$ cat src/rtl/vgen_fmt.sv
// Video frame generator: fetches pre-rendered frames row by row from SPI flash,
// converts RGB565/RGB888 pixels to RGB888 and streams them into the frame buffer.
module vgen_fmt #(
    parameter logic [23:0] ADDR_BASE  = 24'h040000,
    parameter int          N_FRAMES   = 30,
    parameter int          N_ROWS     = 64,
    parameter int          N_COLS     = 64,
    parameter int          BPP        = 16,
    parameter int          REP_W      = 8,
    parameter int          LOG_N_ROWS = $clog2(N_ROWS),
    parameter int          LOG_N_COLS = $clog2(N_COLS),
    parameter int          FIDX_W     = $clog2(N_FRAMES) + 1
) (
    input  logic                  clk,
    input  logic                  rst,
    input  logic [REP_W-1:0]      cfg_rep,
    input  logic                  cfg_oneshot,
    input  logic                  cfg_pause,
    output logic [23:0]           sr_addr,
    output logic [15:0]           sr_len,
    output logic                  sr_go,
    input  logic                  sr_rdy,
    input  logic [7:0]            sr_data,
    input  logic                  sr_valid,
    output logic [LOG_N_ROWS-1:0] fbw_row_addr,
    output logic                  fbw_row_store,
    output logic                  fbw_row_swap,
    input  logic                  fbw_row_rdy,
    output logic [23:0]           fbw_data,
    output logic [LOG_N_COLS-1:0] fbw_col_addr,
    output logic                  fbw_wren,
    output logic                  frame_swap,
    input  logic                  frame_rdy,
    output logic [FIDX_W-1:0]     frame_idx,
    output logic                  done
);

    localparam int BYTES       = BPP / 8;
    localparam int ROW_BYTES   = N_COLS * BYTES;
    localparam int FRAME_BYTES = N_ROWS * ROW_BYTES;
    localparam int SH_W        = (BYTES - 1) * 8;

    typedef enum logic [2:0] {
        FRAME_WAIT, SPI_CMD, SPI_READ, ROW_WRITE, ROW_WAIT, DONE
    } state_t;

    state_t                state_q, state_d;
    logic [FIDX_W-1:0]     frame_idx_q, frame_idx_d;
    logic [REP_W-1:0]      hold_q, hold_d;
    logic [23:0]           frame_base_q, frame_base_d;
    logic [23:0]           row_addr_q;
    logic [LOG_N_ROWS-1:0] row_q;
    logic [1:0]            byte_q;
    logic [LOG_N_COLS:0]   col_q;
    logic [SH_W-1:0]       sh_q;

    logic in_read, row_commit, frame_end, last_row, last_frame, hold_done;
    logic [BPP-1:0] px;

    assign in_read    = (state_q == SPI_READ);
    assign row_commit = (state_q == ROW_WRITE) && fbw_row_rdy;
    assign frame_end  = (state_q == ROW_WAIT) && fbw_row_rdy;
    assign last_row   = &row_q;
    assign last_frame = (frame_idx_q == FIDX_W'(N_FRAMES - 1));
    assign hold_done  = (hold_q >= cfg_rep);

    // NOTE: every variable gets its default before the case so no path can
    // leave one unassigned and infer a latch.
    always_comb begin
        state_d      = state_q;
        frame_idx_d  = frame_idx_q;
        hold_d       = hold_q;
        frame_base_d = frame_base_q;
        case (state_q)
            FRAME_WAIT: if (frame_rdy && sr_rdy && !cfg_pause) state_d = SPI_CMD;
            SPI_CMD:    state_d = SPI_READ;
            SPI_READ:   if (sr_rdy) state_d = ROW_WRITE;
            ROW_WRITE:  if (fbw_row_rdy) state_d = last_row ? ROW_WAIT : SPI_CMD;
            ROW_WAIT: begin
                if (fbw_row_rdy) begin
                    state_d = FRAME_WAIT;
                    if (hold_done) begin
                        hold_d = '0;
                        if (!last_frame) begin
                            frame_idx_d  = frame_idx_q + 1'b1;
                            frame_base_d = frame_base_q + 24'(FRAME_BYTES);
                        end else if (cfg_oneshot) begin
                            state_d = DONE;
                        end else begin
                            frame_idx_d  = '0;
                            frame_base_d = ADDR_BASE;
                        end
                    end else begin
                        hold_d = hold_q + 1'b1;
                    end
                end
            end
            DONE: begin
                if (!cfg_oneshot) begin
                    state_d      = FRAME_WAIT;
                    frame_idx_d  = '0;
                    frame_base_d = ADDR_BASE;
                    hold_d       = '0;
                end
            end
            default: state_d = FRAME_WAIT;
        endcase
    end

    // NOTE: state uses non-blocking assignments so every register samples the
    // pre-edge values regardless of statement order.
    always_ff @(posedge clk or posedge rst) begin
        if (rst) begin
            state_q      <= FRAME_WAIT;
            frame_idx_q  <= '0;
            hold_q       <= '0;
            frame_base_q <= ADDR_BASE;
            row_addr_q   <= ADDR_BASE;
            row_q        <= '0;
            byte_q       <= '0;
            col_q        <= '0;
            sh_q         <= '0;
        end else begin
            state_q      <= state_d;
            frame_idx_q  <= frame_idx_d;
            hold_q       <= hold_d;
            frame_base_q <= frame_base_d;

            if (state_q == FRAME_WAIT) row_addr_q <= frame_base_q;
            else if (row_commit)       row_addr_q <= row_addr_q + 24'(ROW_BYTES);

            if (row_commit) row_q <= row_q + 1'b1;

            if (!in_read) begin
                byte_q <= '0;
                col_q  <= '0;
            end else if (sr_valid) begin
                byte_q <= (byte_q == 2'(BYTES - 1)) ? 2'd0 : byte_q + 2'd1;
                sh_q   <= SH_W'({sh_q, sr_data});
                if (fbw_wren) col_q <= col_q + 1'b1;
            end
        end
    end

    // Earlier bytes of the pixel sit in sh_q; the final byte is used live.
    assign px = {sh_q, sr_data};

    generate
        if (BPP == 24) begin : g_rgb888
            assign fbw_data = px;
        end else begin : g_rgb565
            logic [15:0] p;
            assign p        = {px[7:0], px[15:8]};
            assign fbw_data = {p[15:11], p[15:13], p[10:5], p[10:9], p[4:0], p[4:2]};
        end
    endgenerate

    assign fbw_wren      = in_read && sr_valid && (byte_q == 2'(BYTES - 1)) && !col_q[LOG_N_COLS];
    assign fbw_col_addr  = col_q[LOG_N_COLS-1:0];
    assign fbw_row_addr  = row_q;
    assign fbw_row_store = row_commit;
    assign fbw_row_swap  = row_commit;
    assign frame_swap    = frame_end;
    assign sr_go         = (state_q == SPI_CMD);
    assign sr_addr       = row_addr_q;
    assign sr_len        = 16'(ROW_BYTES - 1);
    assign frame_idx     = frame_idx_q;
    assign done          = (state_q == DONE);

endmodule
$ cat config.mk
export PLATFORM = sky130hd
export DESIGN_NAME = vgen_fmt
export DESIGN_NICKNAME = d
export VERILOG_FILES = /design/src/rtl/vgen_fmt.sv
export SDC_FILE = /design/constraint.sdc
export NUM_CORES = 1
export LEC_CHECK = 0
export ABC_AREA = 1
export CAP_MARGIN = 20
export CORE_ASPECT_RATIO = 1.75
export CORE_UTILIZATION = 35
export CTS_CLUSTER_DIAMETER = 60
export DETAILED_ROUTE_END_ITERATION = 10
export PLACE_DENSITY = 0.61
export SLEW_MARGIN = 20
export SYNTH_ARGS = -nofsm -noshare
export SYNTH_HDL_FRONTEND = slang
export SYNTH_SLANG_ARGS = --single-unit
$ cat constraint.sdc
create_clock -name clk -period 6.65 [get_ports clk]
set_input_delay 1.33 -clock clk [delete_from_list [all_inputs] [get_ports clk]]
set_output_delay 1.33 -clock clk [all_outputs]
set_load 0.03 [all_outputs]
### After elaboration in Yosys (flattened, before gate mapping)

Index checks and enable logic that the tools add are counted.

| word-level totals | value |
|---|---|
| logic and storage cells | 82 |
| output and inout bits | 88 |
| register bits after elaboration | 88 |

| operators by class | value |
|---|---|
| add/sub/neg operators | 7 |
| muxes and demuxes | 32 |
| order comparisons | 1 |
| eq/ne operators | 15 |
| reduce and logical (&&, ||, !) cells | 18 |

Operators with widths:

| kind | count |
|---|---|
| two-way mux 24 bit | 6 |
| one-hot mux 24 bit (2 select lines) | 1 |
| two-way mux 3 bit | 9 |
| adder 24 x 14 -> 24 bit, second input constant | 1 |
| adder 24 x 8 -> 24 bit, second input constant | 1 |
| two-way mux 6 bit | 4 |
| two-way mux 8 bit | 3 |
| two-way mux 7 bit | 3 |
| one-hot mux 3 bit (6 select lines) | 1 |
| inequality test 2 bit, second input constant | 8 |
| one-hot mux 8 bit (2 select lines) | 1 |
| adder 6 x 1 -> 6 bit, second input constant | 2 |
| one-hot mux 6 bit (2 select lines) | 1 |
| adder 8 x 1 -> 8 bit, second input constant | 1 |
| greater-or-equal comparator 8 bit | 1 |
| adder 7 x 1 -> 7 bit, second input constant | 1 |
| logical AND 1 bit | 7 |
| equality test 3 x 2 -> 1 bit, second input constant | 2 |
| equality test 3 bit, second input constant | 2 |
| equality test 6 x 5 -> 1 bit, second input constant | 1 |
| two-way mux 2 bit | 3 |
| AND reduction 3 bit | 2 |
| AND reduction 6 bit | 1 |
| AND reduction 5 bit | 1 |
| 7 further kinds | 10 |

### Longest topological paths before layout

Gate-level depths: netlist (run 1).

| depth | value |
|---|---|
| word-level depth | 7 |
| gate-level depth with buffers | 15 |

### Worst setup path before layout (run 1)

Ideal clock, no wire load.

| timing path | value |
|---|---|
| kind | input -> output |
| start point | input fbw_row_rdy |
| end point | output fbw_row_swap |
| stages on the path | 4 |
| slack | 3.240 ns |
| arrival | 2.080 ns |
| path buffers | 2 |
| path through | inv_1 nor2_4 buf_2 buf_4 |

| on the way | value |
|---|---|
| word-level cells in the longest chain between the ends | 1 |

RTL lines:

| element | RTL line | text |
|---|---|---|
| start: declaration | 28 | `input logic fbw_row_rdy,` |
| logical AND 1 bit | 61 | `assign row_commit = (state_q == ROW_WRITE) && fbw_row_rdy;` |
| end: declaration | 27 | `output logic fbw_row_swap,` |

No other way between the ends.

### Final worst setup path (run 1)

| timing path | value |
|---|---|
| start point | input fbw_row_rdy |
| end point | output fbw_row_store |

| on the way | value |
|---|---|
| word-level cells in the longest chain between the ends | 1 |

RTL lines:

| element | RTL line | text |
|---|---|---|
| logical AND 1 bit | 61 |  |
| end: declaration | 26 | `output logic fbw_row_store,` |

No other way between the ends.

==> impl_metrics.json, run 1 <==
{
  "status": "finished, final reports clean",
  "synth-async-reset-ratio_pct": 100,
  "synth_compound_area_share_pct": 8.93,
  "via_per_inst": 4.85,
  "antenna_found_initial": 0,
  "rows": 59,
  "synth_top_area_cell": "dfrtp_1",
  "first_global_vias": 4400,
  "avgSynthCellArea_um2": 7.74,
  "setup_viol": 0,
  "synth.top_cells.by_count": "nand2_1 (198), dfrtp_1 (86), inv_1 (71), nand3_1 (71), buf_4 (40)",
  "clock_skew_ns": 0.00633,
  "initial_core_util_pct": 35.9,
  "wl_per_cell_um": 13.6,
  "synthCells": 688,
  "post-route-min-period_ns": 4.45,
  "synth_adder_area_share_pct": 3.53,
  "synth_area_leaders": "dfrtp_1 (40%), nand2_1 (14%), nand3_1 (6.7%)",
  "yosysMostFrequentCell": "nand2_1",
  "pre_cts_slack_ns": 2.17,
  "ant_nets": 0,
  "yosys.area_share.simple_pct": 27.6,
  "cts.sinks": 88,
  "io_buffers": 95,
  "fmax_mhz": 225,
  "cts_tree": "built",
  "required_ns": 5.32,
  "crit_type": "in2out",
  "fp.coreArea_um2": 14800,
  "dieArea_um2": 15700,
  "ys_seq_area_share_pct": 41.4,
  "cts_buffers": 9,
  "finalHoldViolations": 0,
  "gr-total-overflow": 0,
  "syn-cell-area_um2": 5320,
  "post-cts-setup-buffers": 0,
  "htree_levels": 3,
  "grt_util_all_layers_pct": 17.3,
  "ys.warnings.count": 0,
  "cts.clk_slew.worst_paths_ns": 0.06,
  "maxCapViolations": 0,
  "setup-tns-final_ns": 0,
  "drive_gt1_share_pct": 6.99,
  "ys_types": 43,
  "antennaDiodeCount": 0,
  "hpwl_um": 9390,
  "grt_max_degree": 70,
  "synth_seq_cells": 88,
  "synth_flop_cell": "dfrtp_1",
  "clk-insertion-delay-late_ns": 0.34,
  "hp-start": "sr_addr[2]$_DFFE_PP0P_",
  "die_w_um": 95.2,
  "clockBufferDepth": 2,
  "rsz0062_at_grt": "false",
  "ioPinCount": 112,
  "cts_resized": 0,
  "leakage_nw": 3.10,
  "syn2layout_area_growth_pct": 22.3,
  "drt_wl_total_um": 12800,
  "vdd_drop_max_uv": 113,
  "synth_top_area_share_pct": 40.4,
  "slew_headroom_pct": 39.3,
  "crit_path_start_kind": "primary input",
  "drc": 0,
  "root_buffer": "clkbuf_16",
  "synth_top_family_by_area": "simple AND/OR/NAND/NOR gates",
  "setup_ws_ns": 2.20,
  "synth-edff-count": 0,
  "startpoint": "fbw_row_rdy",
  "final_nets": 793,
  "power_density_nw_per_um2": 303,
  "hp-class": "reg2reg",
  "synthXorXnorAreaFrac_pct": 3.78,
  "n_fill_cell": 1516,
  "drtPass1Iterations": 5,
  "synth_mux_area_share_pct": 1.69,
  "drtIter0Drc": 183,
  "grt_first_pass_wirelength_um": 21200,
  "reg2reg_from": "frame_idx[0]$_DFFE_PP0P_",
  "critPathCaptureType": "primary output",
  "period_share_pct": 66.9,
  "via_count": 4563,
  "worstPathArrival_ns": 3.12,
  "final_max_slew_viol_count": 0,
  "die_y_um": 165,
  "max_slew.worst_pin.slew_ns": 0.911,
  "hold_buffers": 0,
  "cp_max_fo": 19,
  "gp_congestion": 0.889
}
sequential cells by signal, summed over array words and instances (netlist names):
name / flops
sh_q: 8
col_q: 7
byte_q: 2
frame_base_q: 24
state_q: 3
sr_addr: 24
fbw_row_addr: 6
hold_q: 8
frame_idx: 6
where the power goes:
part	internal, mW	total, mW	leakage [nW]	switching, mW
clock network	0.349	0.563	0.162	0.214
registers	0.623	0.710	1.08	0.0863
logic	0.266	0.702	1.86	0.437
total	1.24	1.97	3.10	0.737
worst max-delay path, cell delays in order:
cell and delay, ns:
clkdlybuf4s50_1 0.51, inv_1 0.09, nor2_4 0.42, clkdlybuf4s50_1 0.76
layout make-up:
type	instances	area (um2)	share of cell area [%]
clock inverter	4	77.6	1.19
multi-input combinational	479	2480	38.1
tap	183	229	3.52
timing repair buffer	97	966	14.8
inverter	79	300	4.61
clock buffer	11	253	3.88
sequential	88	2200	33.9
path summary, 6_finish.rpt:
check                      depth (start not counted)  slack [ns]                       end
max                                                4        2.20             fbw_row_store
min reg2reg                                        2        0.48    sr_addr[2]$_DFFE_PP0P_
min                                                2        0.48    sr_addr[2]$_DFFE_PP0P_
min in group asynchronous                          2        1.28       sh_q[3]$_DFFE_PP0P_
max reg2reg                                       11        4.26  frame_idx[2]$_DFFE_PP0P_
max in group asynchronous                          3        4.15   sr_addr[17]$_DFFE_PP0P_
cells by family after synthesis:
logic type,Yosys count
AOI/OAI and AO/OA,80
xor gates and xnor gates,23
adders and majority gates,15
buffers and inverters,135
DFF,88
muxes,8
other,2
and+or+nand+nor,337
cell usage in the layout, fill, tap and decap left out, types with 6 or more instances in the layout:
cell / synthesis / final
inv_1: 71 / 70
clkdlybuf4s50_1: 0 / 95
clkbuf_16: 0 / 9
o21ai_0: 29 / 29
ha_1: 15 / 15
a21oi_1: 19 / 19
mux2_2: 8 / 8
nand3_1: 71 / 71
o221ai_1: 6 / 6
xor2_1: 14 / 14
dfrtp_1: 86 / 86
conb_1: 2 / 16
inv_2: 7 / 7
nand2_1: 198 / 198
nor3_1: 6 / 6
o211ai_1: 8 / 8
xnor2_1: 9 / 9
nor2_1: 36 / 36
routing by layer:
| metal | vias to the layer above | wire, um | GRT usage [%] |
|---|---|---|---|
| li1 | 2288 | - | - |
| met4 | 0 | 253 | 7.58 |
| met5 | - | 0 | 0 |
| met3 | 17 | 349 | 2.15 |
| met2 | 102 | 6970 | 31.8 |
| met1 | 2156 | 5220 | 19.6 |
per-stage QoR:
| stage | instances | area, um2 | hold WS (ns) | total power [mW] | util (%) |
|---|---|---|---|---|---|
| detailed placement | 926 | 6180 | 0.473 | 1.43 | 41.7 |
| CTS | 941 | 6510 | 0.489 | 2.00 | 43.9 |
| global route | 941 | 6510 | 0.496 | 2.09 | 43.9 |
| global placement | 926 | 6180 | 0.466 | 1.42 | 41.7 |
| finish | 941 | 6510 | 0.482 | 1.97 | 43.9 |
| floorplan | 702 | 5380 | 0.453 | 1.18 | - |
No activity file was read; power rests on OpenSTA's default activity.
==> inputs of run 2 (changes only) <==
--- a/config.mk
+++ b/config.mk
@@ -11,7 +11,7 @@
 export CORE_UTILIZATION = 35
 export CTS_CLUSTER_DIAMETER = 60
 export DETAILED_ROUTE_END_ITERATION = 10
-export PLACE_DENSITY = 0.61
+export PLACE_DENSITY = 0.64
 export SLEW_MARGIN = 20
 export SYNTH_ARGS = -nofsm -noshare
 export SYNTH_HDL_FRONTEND = slang
==> constraint.sdc (replaced) <==
create_clock -name clk -period 3.7 [get_ports clk]
set_input_delay 0.74 -clock clk [delete_from_list [all_inputs] [get_ports clk]]
set_output_delay 0.74 -clock clk [all_outputs]
set_load 0.03 [all_outputs]
==> run 2 against run 1 <==
Global-route usage increased by 0.35 points; flip-flop and latch count unchanged; first-iteration DRC count grew 26%; critical path type unchanged; largest power group unchanged; highest routed layer unchanged.
==> impl_metrics.json, run 2 (synthesis gave the netlist of run 1 again) <==
{
  "grt_max_degree": 49,
  "rsz0062_at_grt": "false",
  "htree_levels": 3,
  "clk-insertion-delay-late_ns": 0.34,
  "drc": 0,
  "hold_path_depth": 2,
  "drtIter0Drc": 231,
  "seq_power_share_pct": 36.4,
  "slew_headroom_pct": 41.0,
  "crit_type": "in2out",
  "clock_skew_ns": 0.00545,
  "power_density_nw_per_um2": 538,
  "gr-total-overflow": 0,
  "finalHoldViolations": 0,
  "post-cts-setup-buffers": 0,
  "drive_gt1_share_pct": 7.48,
  "drtPass1Iterations": 5,
  "cts.clk_slew.worst_paths_ns": 0.07,
  "final_cell_mix": "nand2_1 (198), clkdlybuf4s50_1 (95), dfrtp_1 (86)",
  "post-route-min-period_ns": 3.13,
  "io_buffers": 95,
  "cts_tree": "built",
  "vdd_drop_max_uv": 226,
  "ff2ff_setup_slack_ns": 1.27,
  "via_per_inst": 4.86,
  "hold_buffers": 0,
  "fmax_mhz": 320,
  "max_slew.worst_pin.slew_ns": 0.885,
  "hp-start": "frame_base_q[11]$_DFFE_PP0P_",
  "cts_resized": 0,
  "ant_nets": 0,
  "status": "finished, final reports clean",
  "antenna_found_initial": 0,
  "hp-class": "reg2reg",
  "setup-tns-final_ns": 0,
  "grt_first_pass_wirelength_um": 21500,
  "cp_max_fo": 3,
  "grt_util_all_layers_pct": 17.7,
  "rows": 59,
  "cts.sinks": 88,
  "crit_path_start_kind": "primary input",
  "dieArea_um2": 15700,
  "r2r_cells": 11,
  "switchingPower_mw": 1.36,
  "wl_per_cell_um": 13.6,
  "critPathCaptureType": "primary output",
  "die_w_um": 95.2,
  "via_count": 4591,
  "pre_cts_slack_ns": 0.575,
  "root_buffer": "clkbuf_16",
  "netSwitchingFraction_pct": 38.7,
  "r2r_end": "frame_idx[2]$_DFFE_PP0P_",
  "final_nets": 796,
  "p_int_mw": 2.15,
  "first_global_vias": 4429,
  "setup_ws_ns": 0.574,
  "min_to": "sr_addr[11]$_DFFE_PP0P_",
  "worstPathArrival_ns": 2.39,
  "setup_viol": 0,
  "leakage_nw": 3.10,
  "fp.coreArea_um2": 14800,
  "period_share_pct": 84.5,
  "antennaDiodeCount": 0,
  "clock_power_share_pct": 27.4,
  "reg2reg_from": "frame_idx[0]$_DFFE_PP0P_",
  "combinationalPowerShare_pct": 36.2,
  "cts_buffers": 9,
  "drt_wl_total_um": 12900,
  "required_ns": 2.96,
  "maxCapViolations": 0,
  "gp_congestion": 0.855,
  "ioPinCount": 112,
  "die_y_um": 165,
  "final_common_cell": "nand2_1",
  "final_max_slew_viol_count": 0,
  "initial_core_util_pct": 35.9,
  "syn2layout_area_growth_pct": 22.7,
  "clockBufferDepth": 2,
  "hpwl_um": 9710,
  "utilization_pct": 44.0
}
run 2: changes by cell type in the layout (fill, tap and decap cells not counted):
| cell | previous run | this run |
|---|---|---|
| clkbuf_8 | 2 | 1 |
| clkinvlp_4 | 0 | 2 |
| buf_12 | 0 | 1 |
| buf_4 | 2 | 4 |
| inv_8 | 0 | 1 |
| bufinv_16 | 2 | 1 |
| clkinv_4 | 2 | 0 |
| inv_6 | 0 | 2 |
run 2: routing by layer:
layer / routed length, um / track usage [%] / vias to the layer above
met5: 0 / 0 / -
met4: 510 / 8.54 / 0
met3: 381 / 3.16 / 28
met2: 6820 / 31.7 / 103
met1: 5150 / 19.7 / 2167
li1: - / - / 2293
run 2: power by group through the flow:
stage / clock network (mW) / logic, mW / registers, mW
2_1_floorplan: 0 / 0.593 / 1.53
3_3_place_gp: 0 / 1.28 / 1.29
3_5_place_dp: 0 / 1.28 / 1.30
4_1_cts: 0.986 / 1.29 / 1.28
5_1_grt: 1.02 / 1.38 / 1.31
6_report: 0.961 / 1.27 / 1.28
run 2: worst max path at each step:
stage,from,end,slack (ns),cells after the start
floorplan,rst,byte_q[0]$_DFFE_PP0P_,0.68,1
global placement,sr_valid,fbw_wren,0.60,6
detailed placement,sr_valid,fbw_wren,0.58,6
CTS,state_q[2]$_DFFE_PP0P_,fbw_wren,0.57,6
global route,state_q[2]$_DFFE_PP0P_,fbw_wren,0.45,6
finish,sr_valid,fbw_wren,0.57,6
run 2: critical path, stage by stage:
cell and delay, ns:
clkdlybuf4s50_1 0.50, nand2_1 0.08, inv_1 0.07, nand3_1 0.11
nor2_1 0.19, clkdlybuf4s50_1 0.70
run 2: layout make-up:
class	count	area, um2
inverter	79	300
clock buffer	10	239
timing repair buffer	100	1000
tap	183	229
fill	1511	8310
clock inverter	6	73.8
multi-input combinational	479	2480
sequential	88	2200
run 2: stage by stage:
stage               hold WS (ns)  instance area (um2)  power (mW)  cells
finish                     0.482                 6530        3.51    945
global route               0.510                 6530        3.70    945
CTS                        0.486                 6530        3.56    945
detailed placement         0.471                 6220        2.58    929
global placement           0.465                 6220        2.57    929
floorplan                  0.453                 5380        2.12    702
==> inputs of run 3 (changes only) <==
--- a/config.mk
+++ b/config.mk
@@ -11,7 +11,7 @@
 export CORE_UTILIZATION = 35
 export CTS_CLUSTER_DIAMETER = 60
 export DETAILED_ROUTE_END_ITERATION = 10
-export PLACE_DENSITY = 0.64
+export PLACE_DENSITY = 0.61
 export SLEW_MARGIN = 20
 export SYNTH_ARGS = -nofsm -noshare
 export SYNTH_HDL_FRONTEND = slang
==> constraint.sdc (replaced) <==
create_clock -name clk -period 2.9 [get_ports clk]
set_input_delay 0.58 -clock clk [delete_from_list [all_inputs] [get_ports clk]]
set_output_delay 0.58 -clock clk [all_outputs]
set_load 0.03 [all_outputs]
==> run 3 against run 2 <==
Total power up 27%; clock power rose by 26%; worst hold slack gained 0.00057 ns; sequential share of layout area fell by 0.28 points; count of clock-buffer cells in the layout stayed put; wire length up 0.33%; critical path type unchanged; critical endpoint unchanged; largest cell class unchanged.
==> impl_metrics.json, run 3 (synthesis gave the netlist of run 1 again) <==
{
  "setup_viol": 0,
  "power_density_nw_per_um2": 679,
  "clk-insertion-delay-late_ns": 0.34,
  "wl_met1_um": 5240,
  "cpMostUsedCell": "clkdlybuf4s50_1",
  "reg2reg_from": "frame_idx[0]$_DFFE_PP0P_",
  "hp-class": "reg2reg",
  "worstPathArrival_ns": 2.23,
  "hold_buffers": 0,
  "post-cts-setup-buffers": 0,
  "hpwl_um": 9690,
  "hp-start": "sr_addr[6]$_DFFE_PP0P_",
  "leakage_nw": 3.15,
  "io_buffers": 95,
  "r2r_cells": 8,
  "vdd_drop_max_uv": 283,
  "cts_resized": 0,
  "root_buffer": "clkbuf_16",
  "grt_max_degree": 36,
  "final_nets": 805,
  "dieArea_um2": 15700,
  "finish.instance_area_um2": 6580,
  "setup-tns-final_ns": 0,
  "hold_slack_ns": 0.482,
  "period_share_pct": 96.8,
  "htree_levels": 3,
  "final_common_cell": "nand2_1",
  "ioPinCount": 112,
  "antenna_found_initial": 0,
  "cts.clk_slew.worst_paths_ns": 0.07,
  "final_cell_mix": "nand2_1 (198), clkdlybuf4s50_1 (93), dfrtp_1 (86)",
  "drtIter0Drc": 189,
  "drt_wl_total_um": 12900,
  "crit_type": "in2out",
  "critPathBufInv": 3,
  "cts_tree": "built",
  "finalHoldViolations": 0,
  "fp.coreArea_um2": 14800,
  "placed_area_um2": 6280,
  "gp_congestion": 0.859,
  "cts.sinks": 88,
  "wl_met3_um": 438,
  "critical_path.top_delay_family": "buffers and inverters",
  "rsz0062_at_grt": "false",
  "ant_nets": 0,
  "fmax_mhz": 356,
  "stdcell_count": 953,
  "clockBufferDepth": 2,
  "first_global_vias": 4369,
  "min_to": "sr_addr[6]$_DFFE_PP0P_",
  "final_max_slew_viol_count": 0,
  "antennaDiodeCount": 0,
  "max_slew.worst_pin.slew_ns": 0.675,
  "r2r_end": "frame_base_q[8]$_DFFE_PP0P_",
  "gr-total-overflow": 0,
  "die_y_um": 165,
  "grt_util_all_layers_pct": 17.6,
  "drive_gt1_share_pct": 8.70,
  "crit_path_start_kind": "primary input",
  "ff2ff_setup_slack_ns": 0.86,
  "syn2layout_area_growth_pct": 23.7,
  "highest_layer": "met4",
  "via_per_inst": 4.82,
  "hold_path_depth": 2,
  "critPathCaptureType": "primary output",
  "via_count": 4592,
  "slew_headroom_pct": 55.0,
  "rows": 59,
  "clock_skew_ns": 0.00595,
  "required_ns": 2.32,
  "utilization_pct": 44.4,
  "drc": 0,
  "initial_core_util_pct": 35.9,
  "crit_chain": "clkdlybuf4s50_1 -> nand2_1 -> inv_1 -> nand3_1 -> nor2_1 -> clkdlybuf4s50_1",
  "cts_buffers": 9,
  "wl_per_cell_um": 13.5,
  "cpPeakStageDelay_ns": 0.70,
  "maxCapViolations": 0,
  "routed-wl-met2_um": 6920,
  "status": "finished, final reports clean",
  "die_w_um": 95.2,
  "post-route-min-period_ns": 2.81,
  "cp_max_fo": 3,
  "drtPass1Iterations": 4,
  "crit_slowest_cell": "clkdlybuf4s50_1",
  "dpl.cell_count": 938,
  "grt_first_pass_wirelength_um": 21200
}
[run 3: cell types whose count changed in the layout (fill, tap and decap cells not counted), sizes merged]
| cell | previous run | this run |
|---|---|---|
| clkdlybuf4s50 | 95 | 93 |
| clkinv | 1 | 3 |
| inv | 81 | 80 |
| clkinvlp | 2 | 0 |
| buf | 5 | 16 |
[run 3: worst register-to-register path: stages (launching register included)]
cell and delay (ns):
dfrtp_1 0.49, ha_1 0.19, nand3_1 0.09, nor2_2 0.22
nor2_4 0.08, inv_2 0.09, nand2_1 0.08, nor2_2 0.46
a21boi_0 0.19
[run 3: layout make-up]
| class | instances | area, um2 |
|---|---|---|
| Fill cell | 1503 | 8260 |
| Clock buffer | 10 | 239 |
| Timing Repair Buffer | 109 | 1060 |
| Inverter | 79 | 300 |
| Clock inverter | 5 | 65.1 |
| Sequential cell | 88 | 2200 |
| Tap cell | 183 | 229 |
| Multi-Input combinational cell | 479 | 2480 |
[run 3: metal layers]
metal,vias to the layer above,track usage [%]
li1,2307,-
met1,2145,19.0
met2,121,32.8
met3,19,3.34
met4,0,7.23
met5,-,0
[run 3: power breakdown]
group,total [mW],switching [mW],leakage [nW],internal (mW)
Sequential,1.63,0.200,1.08,1.43
Combinational,1.63,1.00,1.93,0.631
Clock,1.21,0.510,0.150,0.696
Total,4.47,1.71,3.15,2.76
[run 3: how the worst max path moves through the flow]
stage                        start                     to  slack, ns  cells after the start
final                     sr_valid               fbw_wren       0.09                      6
after global routing      sr_valid               fbw_wren      0.001                      6
after CTS                 sr_valid               fbw_wren       0.09                      6
after detailed placement  sr_valid               fbw_wren       0.09                      6
after global placement    sr_valid               fbw_wren       0.10                      6
after floorplan                rst  byte_q[0]$_DFFE_PP0P_       0.04                      1
[run 3: through the flow]
stage / power, mW / worst slack (ns)
2_1_floorplan: 2.70 / 0.0448
3_3_place_gp: 3.29 / 0.101
3_5_place_dp: 3.31 / 0.0904
4_1_cts: 4.53 / 0.0885
5_1_grt: 4.72 / 0.00112
6_report: 4.47 / 0.0915
